==> config.mk <==
export PLATFORM = sky130hd
export DESIGN_NAME = mix_dec_flat
export DESIGN_NICKNAME = d
export VERILOG_FILES = /design/src/rtl/mix_pkg.sv /design/src/rtl/mix_dec_if.sv /design/src/rtl/mix_dec_stage.sv /design/src/rtl/mix_dec.sv /design/src/flat_wrapper.sv
export SDC_FILE = /design/constraint.sdc
export NUM_CORES = 2
export LEC_CHECK = 0
export CORE_MARGIN = 1
export CORE_UTILIZATION = 54
export CTS_CLUSTER_SIZE = 40
export DETAILED_ROUTE_END_ITERATION = 12
export GPL_TIMING_DRIVEN = 0
export PLACE_DENSITY = 0.87
export SETUP_SLACK_MARGIN = 0.02
export SLEW_MARGIN = 20
export SYNTH_ARGS = -nofsm -noshare
export SYNTH_HDL_FRONTEND = slang
export SYNTH_SLANG_ARGS = --single-unit
==> constraint.sdc <==
create_clock -name clk -period 10.4 [get_ports clk]
set_input_delay 2.08 -clock clk [delete_from_list [all_inputs] [get_ports clk]]
set_output_delay 2.08 -clock clk [all_outputs]
set_load 0.005 [all_outputs]
==> src/rtl/mix_pkg.sv <==
// mix_pkg: constants and types shared by the mix encoder and decoder
// Provides the word count, block type, per-word multipliers K, offsets C and their mod-2^32 inverses KINV.
package mix_pkg;
  localparam int WORDS = 8;
  typedef logic [WORDS-1:0][31:0] block_t;
  typedef enum logic [1:0] {IDLE, RUN, DONE} dec_state_t;
  // Newton iteration for an odd k: x=k is exact to 3 bits, each step doubles that (3,6,12,24,48)
  function automatic logic [31:0] inv32(input logic [31:0] k);
    logic [31:0] x;
    x = k;
    for (int n = 0; n < 4; n++) x = x * (32'd2 - k * x);
    return x;
  endfunction
  localparam logic [31:0] K [WORDS] = '{32'd3, 32'd5, 32'd7, 32'd11, 32'd13, 32'd17, 32'd19, 32'd23};
  localparam logic [31:0] C [WORDS] = '{32'd3, 32'd5, 32'd7, 32'd11, 32'd13, 32'd17, 32'd19, 32'd23};
  localparam logic [31:0] KINV [WORDS] = '{inv32(32'd3), inv32(32'd5), inv32(32'd7), inv32(32'd11),
                                           inv32(32'd13), inv32(32'd17), inv32(32'd19), inv32(32'd23)};
endpackage

==> src/rtl/mix_dec_if.sv <==
// mix_dec_if: valid/ready block bus into and out of the decoder
// in_valid/in_ready/in_data: encoded block in; out_valid/out_ready/out_data: decoded block out.
interface mix_dec_if;
  import mix_pkg::*;
  logic in_valid, in_ready, out_valid, out_ready;
  block_t in_data, out_data;
  modport master(output in_valid, in_data, out_ready, input in_ready, out_valid, out_data);
  modport slave(input in_valid, in_data, out_ready, output in_ready, out_valid, out_data);
endinterface

==> src/rtl/mix_dec_stage.sv <==
// mix_dec_stage: one combinational inverse stage on a block
// stage: 0=C', 1=B', 2=A'; d: block before the stage; q: block after it.
module mix_dec_stage import mix_pkg::*; (
  input  logic [1:0] stage,
  input  block_t     d,
  output block_t     q
);
  // B' and A' update in place so each step sees the words already rewritten before it
  always_comb begin
    q = d;
    if (stage == 2'd0)
      for (int i = 0; i < WORDS; i++) q[3'(i)] = (q[3'(i)] - C[i]) * KINV[i];
    else if (stage == 2'd1)
      for (int i = WORDS - 1; i >= 0; i--) q[3'(i)] = q[3'(i)] ^ (q[3'(i + 3)] << 16);
    else
      for (int i = WORDS - 1; i >= 0; i--) q[3'(i)] = q[3'(i)] - q[3'(i + 7)] + q[3'(i + 6)];
  end
endmodule

==> src/rtl/mix_dec.sv <==
// mix_dec: iterative inverse-mixing decoder, one stage per clock, ROUNDS rounds per block
// clk: clock; rst_n: async active-low reset; bus: slave side of the in/out valid-ready block handshake.
module mix_dec import mix_pkg::*; #(
  parameter int ROUNDS = 4
) (
  input logic      clk,
  input logic      rst_n,
  mix_dec_if.slave bus
);
  dec_state_t state, nxt;
  logic [1:0] stage;
  logic [3:0] round;
  block_t data, stg_q;
  logic accept, last;
  mix_dec_stage u_stage (.stage(stage), .d(data), .q(stg_q));
  // in_ready is gated by rst_n so it stays low for the whole time reset is held
  always_comb begin
    bus.in_ready = rst_n && state == IDLE;
    bus.out_valid = state == DONE;
    bus.out_data = data;
    accept = state == IDLE && bus.in_valid;
    last = state == RUN && stage == 2'd2 && round == 4'(ROUNDS - 1);
    nxt = state == IDLE ? (accept ? RUN : IDLE) :
          state == RUN  ? (last ? DONE : RUN) :
          (bus.out_ready ? IDLE : DONE);
  end
  always_ff @(posedge clk or negedge rst_n)
    if (!rst_n) state <= IDLE;
    else state <= nxt;
  always_ff @(posedge clk or negedge rst_n)
    if (!rst_n) begin
      data <= '0;
      stage <= '0;
      round <= '0;
    end else if (accept) begin
      data <= bus.in_data;
      stage <= '0;
      round <= '0;
    end else if (state == RUN) begin
      data <= stg_q;
      stage <= stage == 2'd2 ? 2'd0 : stage + 2'd1;
      round <= stage == 2'd2 ? round + 4'd1 : round;
    end
endmodule

==> src/flat_wrapper.sv <==
// flat-port wrapper written by rule: the top's interface ports become plain ports
module mix_dec_flat import mix_pkg::*;
#(
  parameter int ROUNDS = 4
)
  (clk, rst_n, bus_in_valid, bus_in_data, bus_out_ready, bus_in_ready, bus_out_valid, bus_out_data);
  mix_dec_if bus_i ();
  input logic clk;
  input logic rst_n;
  input wire logic [$bits(bus_i.in_valid)-1:0] bus_in_valid;
  input wire logic [$bits(bus_i.in_data)-1:0] bus_in_data;
  input wire logic [$bits(bus_i.out_ready)-1:0] bus_out_ready;
  output wire logic [$bits(bus_i.in_ready)-1:0] bus_in_ready;
  output wire logic [$bits(bus_i.out_valid)-1:0] bus_out_valid;
  output wire logic [$bits(bus_i.out_data)-1:0] bus_out_data;
  assign bus_i.in_valid = bus_in_valid;
  assign bus_i.in_data = bus_in_data;
  assign bus_i.out_ready = bus_out_ready;
  assign bus_in_ready = bus_i.in_ready;
  assign bus_out_valid = bus_i.out_valid;
  assign bus_out_data = bus_i.out_data;
  mix_dec #(.ROUNDS(ROUNDS)) u_core (.clk(clk), .rst_n(rst_n), .bus(bus_i));
endmodule
Word-level counts from Yosys, hierarchy flattened
Index checks and enable logic that the tools add are counted.

Flip-flop bits (word level): 264. Input bits: 260. Logic and storage cells: 60.

Add/subtract/negate cells: 10. Multiply operators: 4. Equal/unequal tests: 6. Muxes and demuxes: 15. Bitwise logic cells: 1. Reductions and logical operators: 10.

Operators by type and width (number): $mux 128 (3); $mux 256 (1); $mul 32x32->32 const B (3); $add 32x32->32 (2); $sub 32x3->32 const B (2); $sub 32x32->32 (2); $mul 32x31->32 const B (1); $sub 32x2->32 const B (1); $sub 32x4->32 const B (1); $xor 32x32->32 (1); $mux 2 (7); $mux 4 (3); $add 4x1->4 const B (1); $eq 2x1->1 const B (2); $eq 2x2->1 const B (2); $eq 4x2->1 const B (1); $logic_and 1x1->1 (4); $logic_not 2->1 (2); $reduce_and 2->1 (2); $reduce_bool 2->1 (2); $ne 3x2->1 const B (1); $add 2x1->2 const B (1); $mux 1 (1).

Longest topological paths before layout
Word-level depth: 6. Depth in mapped cells: 33. Depth with buffers taken out: 32.

Modules after synthesis
From an unflattened synthesis, not the netlist that was laid out.

Cell total of the unflattened synthesis: 6028. Area total of the unflattened synthesis: 54878.9 um^2.

Modules (own cells, without submodules): mix_dec_stage (instances 1, cells each 4883, area each 43812.0 um^2, seq. area each 0.0 um^2); mix_dec (instances 1, cells each 1145, area each 11066.9 um^2, seq. area each 6606.3 um^2).

Worst setup path after synthesis
Ideal clock, no wire load.

Path type: reg2reg. Start: reg u_core.data, in the netlist u_core.bus.out_data[96]. End: reg u_core.data, in the netlist u_core.bus.out_data[127]. Setup time: 138 ps. Data arrival time: 8268 ps. Required time: 10262 ps. Path slack: 1994 ps. Cell stages (with the launch flop): 30. Clock period less this slack: 8406 ps. Cells stage by stage: dfrtp_1 clkbuf_1 a21oi_1 nor2_1 nor4_1 nand4_1 xnor2_1 ha_1 fa_1 fa_1 fa_1 fa_1 inv_1 fa_1 inv_1 fa_1 inv_1 fa_1 inv_1 ha_1 a211oi_1 o21ai_0 o211ai_1 a21oi_1 a211o_1 o31a_1 a311o_1 xnor3_1 a22oi_1 a31oi_1.

Cells in the longest elaborated chain, start to end: 6. Elaborated cells on any way between the ends: 8.

Ends and longest elaborated chain: start: declaration (RTL line mix_dec.sv:13) `block_t data, stg_q;`; start signal: assignment (RTL line mix_dec.sv:36) `data <= bus.in_data;`; start signal: assignment (RTL line mix_dec.sv:40) `data <= stg_q;`; branches (longest 3 deep; another with $sub 32x4->32); $mux 128 * (RTL line mix_dec_stage.sv:11) `if (stage == 2'd0)`; $mux 128 * (RTL line mix_dec.sv:39) `end else if (state == RUN) begin`; $mux 256 * (RTL line mix_dec.sv:35) `end else if (accept) begin`.

Mark *: on every way between the ends. The select of a mux whose other input is x is not followed. A chain may end at the register's enable or synchronous reset.

Worst setup path in the final report
Start: reg u_core.data, in the netlist u_core.bus.out_data[96]. End: reg u_core.data, in the netlist u_core.bus.out_data[122].

The elaborated chain is that of the path after synthesis.

==> metrics.txt <==
Setup WS pre-CTS=216.0 ps; Slew @ Worst Pin=1328 ps; Hold Violations, Final=0; Cell Area, Synth=52460 µm²; DRC Markers=0; CTS Buffer Depth=3; antenna violations before repair=12; Pins Over Slew Limit=0; first-pass iteration count of the detailed router=11; Cell Area, Placed=59360 µm²; Synth Net Count=7553; share of layout cells above drive strength 1=0.01813; grt ovf=0; Clock Skews=19.00 ps; CP Capture Type=register; commonest non-fill, non-tap cells in the layout=1452 x inv_1, 825 x fa_1, 767 x ha_1; WL final=202400 µm; Mapped Avg Cell Area=9.202 µm²; DR vias=44960; Die Y=313.7 µm; most common cell after layout, fill and taps aside=inv_1; clock root cell=clkbuf_16; run status=finished, final reports clean; maxcap violations=0; YS warnings=0; Via density=5.943; global-route wire length before repair=297600 µm; Tcrit/Tclk final=0.9704; H-Tree Depth=2; CTS Buf Count=37; input/output buffers=517; worst r2r dst=u_core.bus.out_data[122]; Final setup viols=0; Hold/Removal Path Class=reg2reg; 1st-iter DRT viols=5284; Post-synth EDFFs=0; CP arrival=10530 ps; r2r setup slk=310 ps; WL per Instance=26.75 µm; Post-synth top flop=dfrtp_1; Post-synth ARST share=1.000; CTS tree=yes; hold-critical path depth=2; I/O pin cnt=518; fin nets=8112; Slew headroom=0.1144; Initial Util=0.5489; placer congestion estimate=1.059; worst hold path startpoint=u_core.bus.out_data[134]; Crit-path slowest cell=o311ai_1; worst-path maximum fanout=7; design area=60660 µm²; FF+latch count, synth=264; # hold bufs at CTS=0; Placeable Area=95580 µm²; final core utilization=0.6347; DP Wirelength=171800 µm; most used cell, CP=fa_1; hold slack=469.7 ps; Netlist cell types=79; R2R Path Start=u_core.bus.out_data[96]; Total Routing Usage GR=0.4174; WHS Endpoint=u_core.bus.out_data[134]; synthesized instance count=5701; Die Footprint=98400 µm²; clk sinks=264; Startpoint Class=register; Worst Setup Slack, final=307.9 ps; Layout area overhead=15.64%; Seq/Total Area, Yosys=0.1259; min Tclk post-route=10090 ps; R2R cell count=28; Worst-path clk slew=60 ps; row cnt=113; slowest stage delay, CP=650 ps; RSZ-0062 raised after global routing=false; Die W=313.7 µm; critical path type=reg2reg; worst-skew pair later-pin latency=610 ps; Fmax=0.09909 GHz; Crit path required time=10840 ps; post-route ant nets=0; largest net degree at the start of global routing=93; vias in the first global route=46500
==> logic make-up (layout without fill, tap and decap cells) <==
family | after synthesis | in the layout | share of synthesized area
AND/OR/NAND/NOR | 1021 | 1021 | 0.08694
AO/OA/AOI/OAI | 813 | 813 | 0.1019
XOR/XNOR | 443 | 443 | 0.07437
buffers and inverters | 1561 | 2148 | 0.1117
multiplexers | 7 | 7 | 0.001336
adder cells (fa/ha/maj) | 1592 | 1592 | 0.4978
other | 0 | 12 | 0
flip-flops | 264 | 264 | 0.1259
==> registers in the layout, indices dropped and copies added, names as in the netlist <==
| register | count |
|---|---|
| u_core.stage | 2 |
| u_core.round | 4 |
| u_core.state | 2 |
| u_core.bus.out_data | 256 |
==> layer usage <==
layer | routed length [µm] | vias up | share of wire | track usage
met4 | 14630 | 12 | 0.072 | 0.2426
met3 | 28100 | 759 | 0.14 | 0.1624
met1 | 75700 | 22200 | 0.37 | 0.5326
met5 | 168 | - | 0.00083 | 0
li1 | - | 19120 | - | -
met2 | 83770 | 2871 | 0.41 | 0.6014
==> what timing repair did <==
item	4_1_cts	5_1_grt
resized for setup	0	4
buffers inserted	0	0
setup endpoints to repair	0	4
==> layout make-up <==
| class | instances | area, µm² |
|---|---|---|
| repair buffers | 520 | 5246 |
| fillers | 7959 | 34910 |
| clock buffers | 48 | 977.2 |
| clock inverters | 19 | 264.0 |
| inverters | 1454 | 5458 |
| well taps | 1265 | 1583 |
| flip-flops and latches | 264 | 6606 |
| diodes | 12 | 30.03 |
| plain buffers | 107 | 409.1 |
| multi-input cells | 3876 | 40090 |
==> how the worst max path moves through the flow <==
| stage | from | endpoint | slack [ps] | cells after the start |
|---|---|---|---|---|
| 5_1_grt | u_core.bus.out_data[32] | u_core.bus.out_data[63] | 220 | 32 |
| 2_1_floorplan | u_core.bus.out_data[96] | u_core.bus.out_data[127] | 1990 | 29 |
| 3_3_place_gp | rst_n | bus_in_ready | -5040 | 3 |
| 6_report | u_core.bus.out_data[96] | u_core.bus.out_data[122] | 310 | 28 |
| 4_1_cts | u_core.bus.out_data[96] | u_core.bus.out_data[122] | 120 | 28 |
| 3_5_place_dp | u_core.bus.out_data[96] | u_core.bus.out_data[122] | 220 | 28 |
==> Yosys cell counts (all sizes together) (6+ instances only) <==
cell / n / area (µm²)
a221o: 16 / 160.2
a21oi: 182 / 910.9
nand4: 18 / 112.6
a21o: 96 / 720.7
o221ai: 23 / 201.4
nor2b: 21 / 131.4
or3: 23 / 148.9
nor4: 21 / 150.2
mux2i: 7 / 70.07
o31a: 7 / 61.31
xor2: 103 / 902.1
buf: 9 / 33.78
a21boi: 12 / 90.08
a222oi: 8 / 80.08
fa: 825 / 16520
xnor2: 339 / 2977
o21a: 28 / 210.2
nor3b: 8 / 60.06
a2111oi: 9 / 78.83
or4: 12 / 97.59
and2: 21 / 131.4
and3: 23 / 143.9
o21ai: 196 / 984.7
nand2b: 21 / 131.4
o22ai: 25 / 156.4
o31ai: 15 / 112.6
a221oi: 18 / 157.7
nand3: 55 / 275.3
ha: 767 / 9597
or2: 8 / 50.05
a31oi: 21 / 131.4
o21bai: 19 / 142.6
o211ai: 32 / 240.2
clkbuf: 98 / 367.9
nand2: 552 / 2072
a211o: 9 / 78.83
a22oi: 26 / 195.2
nor2: 161 / 619.3
a41oi: 6 / 52.55
inv: 1453 / 5454
a211oi: 19 / 142.6
dfrtp: 264 / 6606
nor3: 64 / 320.3
==> critical path, delay by kind of cell (launching register included) <==
family,cells,cell delay (ps)
fa+ha+maj,9,4280
flops,1,500
buf+inv,6,980
xor+xnor,2,980
compound gates,7,2550
simple gates,4,640
==> through the flow <==
| stage | TNS [ps] | cells |
|---|---|---|
| after floorplan | 0 | 5701 |
| after global placement | -1264120 | 7483 |
| after detailed placement | 0 | 7486 |
| after CTS | 0 | 7553 |
| after global routing | 0 | 7558 |
| final | 0 | 7565 |
Power is not shown: default switching activity piles up to over one toggle a cycle in this logic, so the estimate is an artifact.
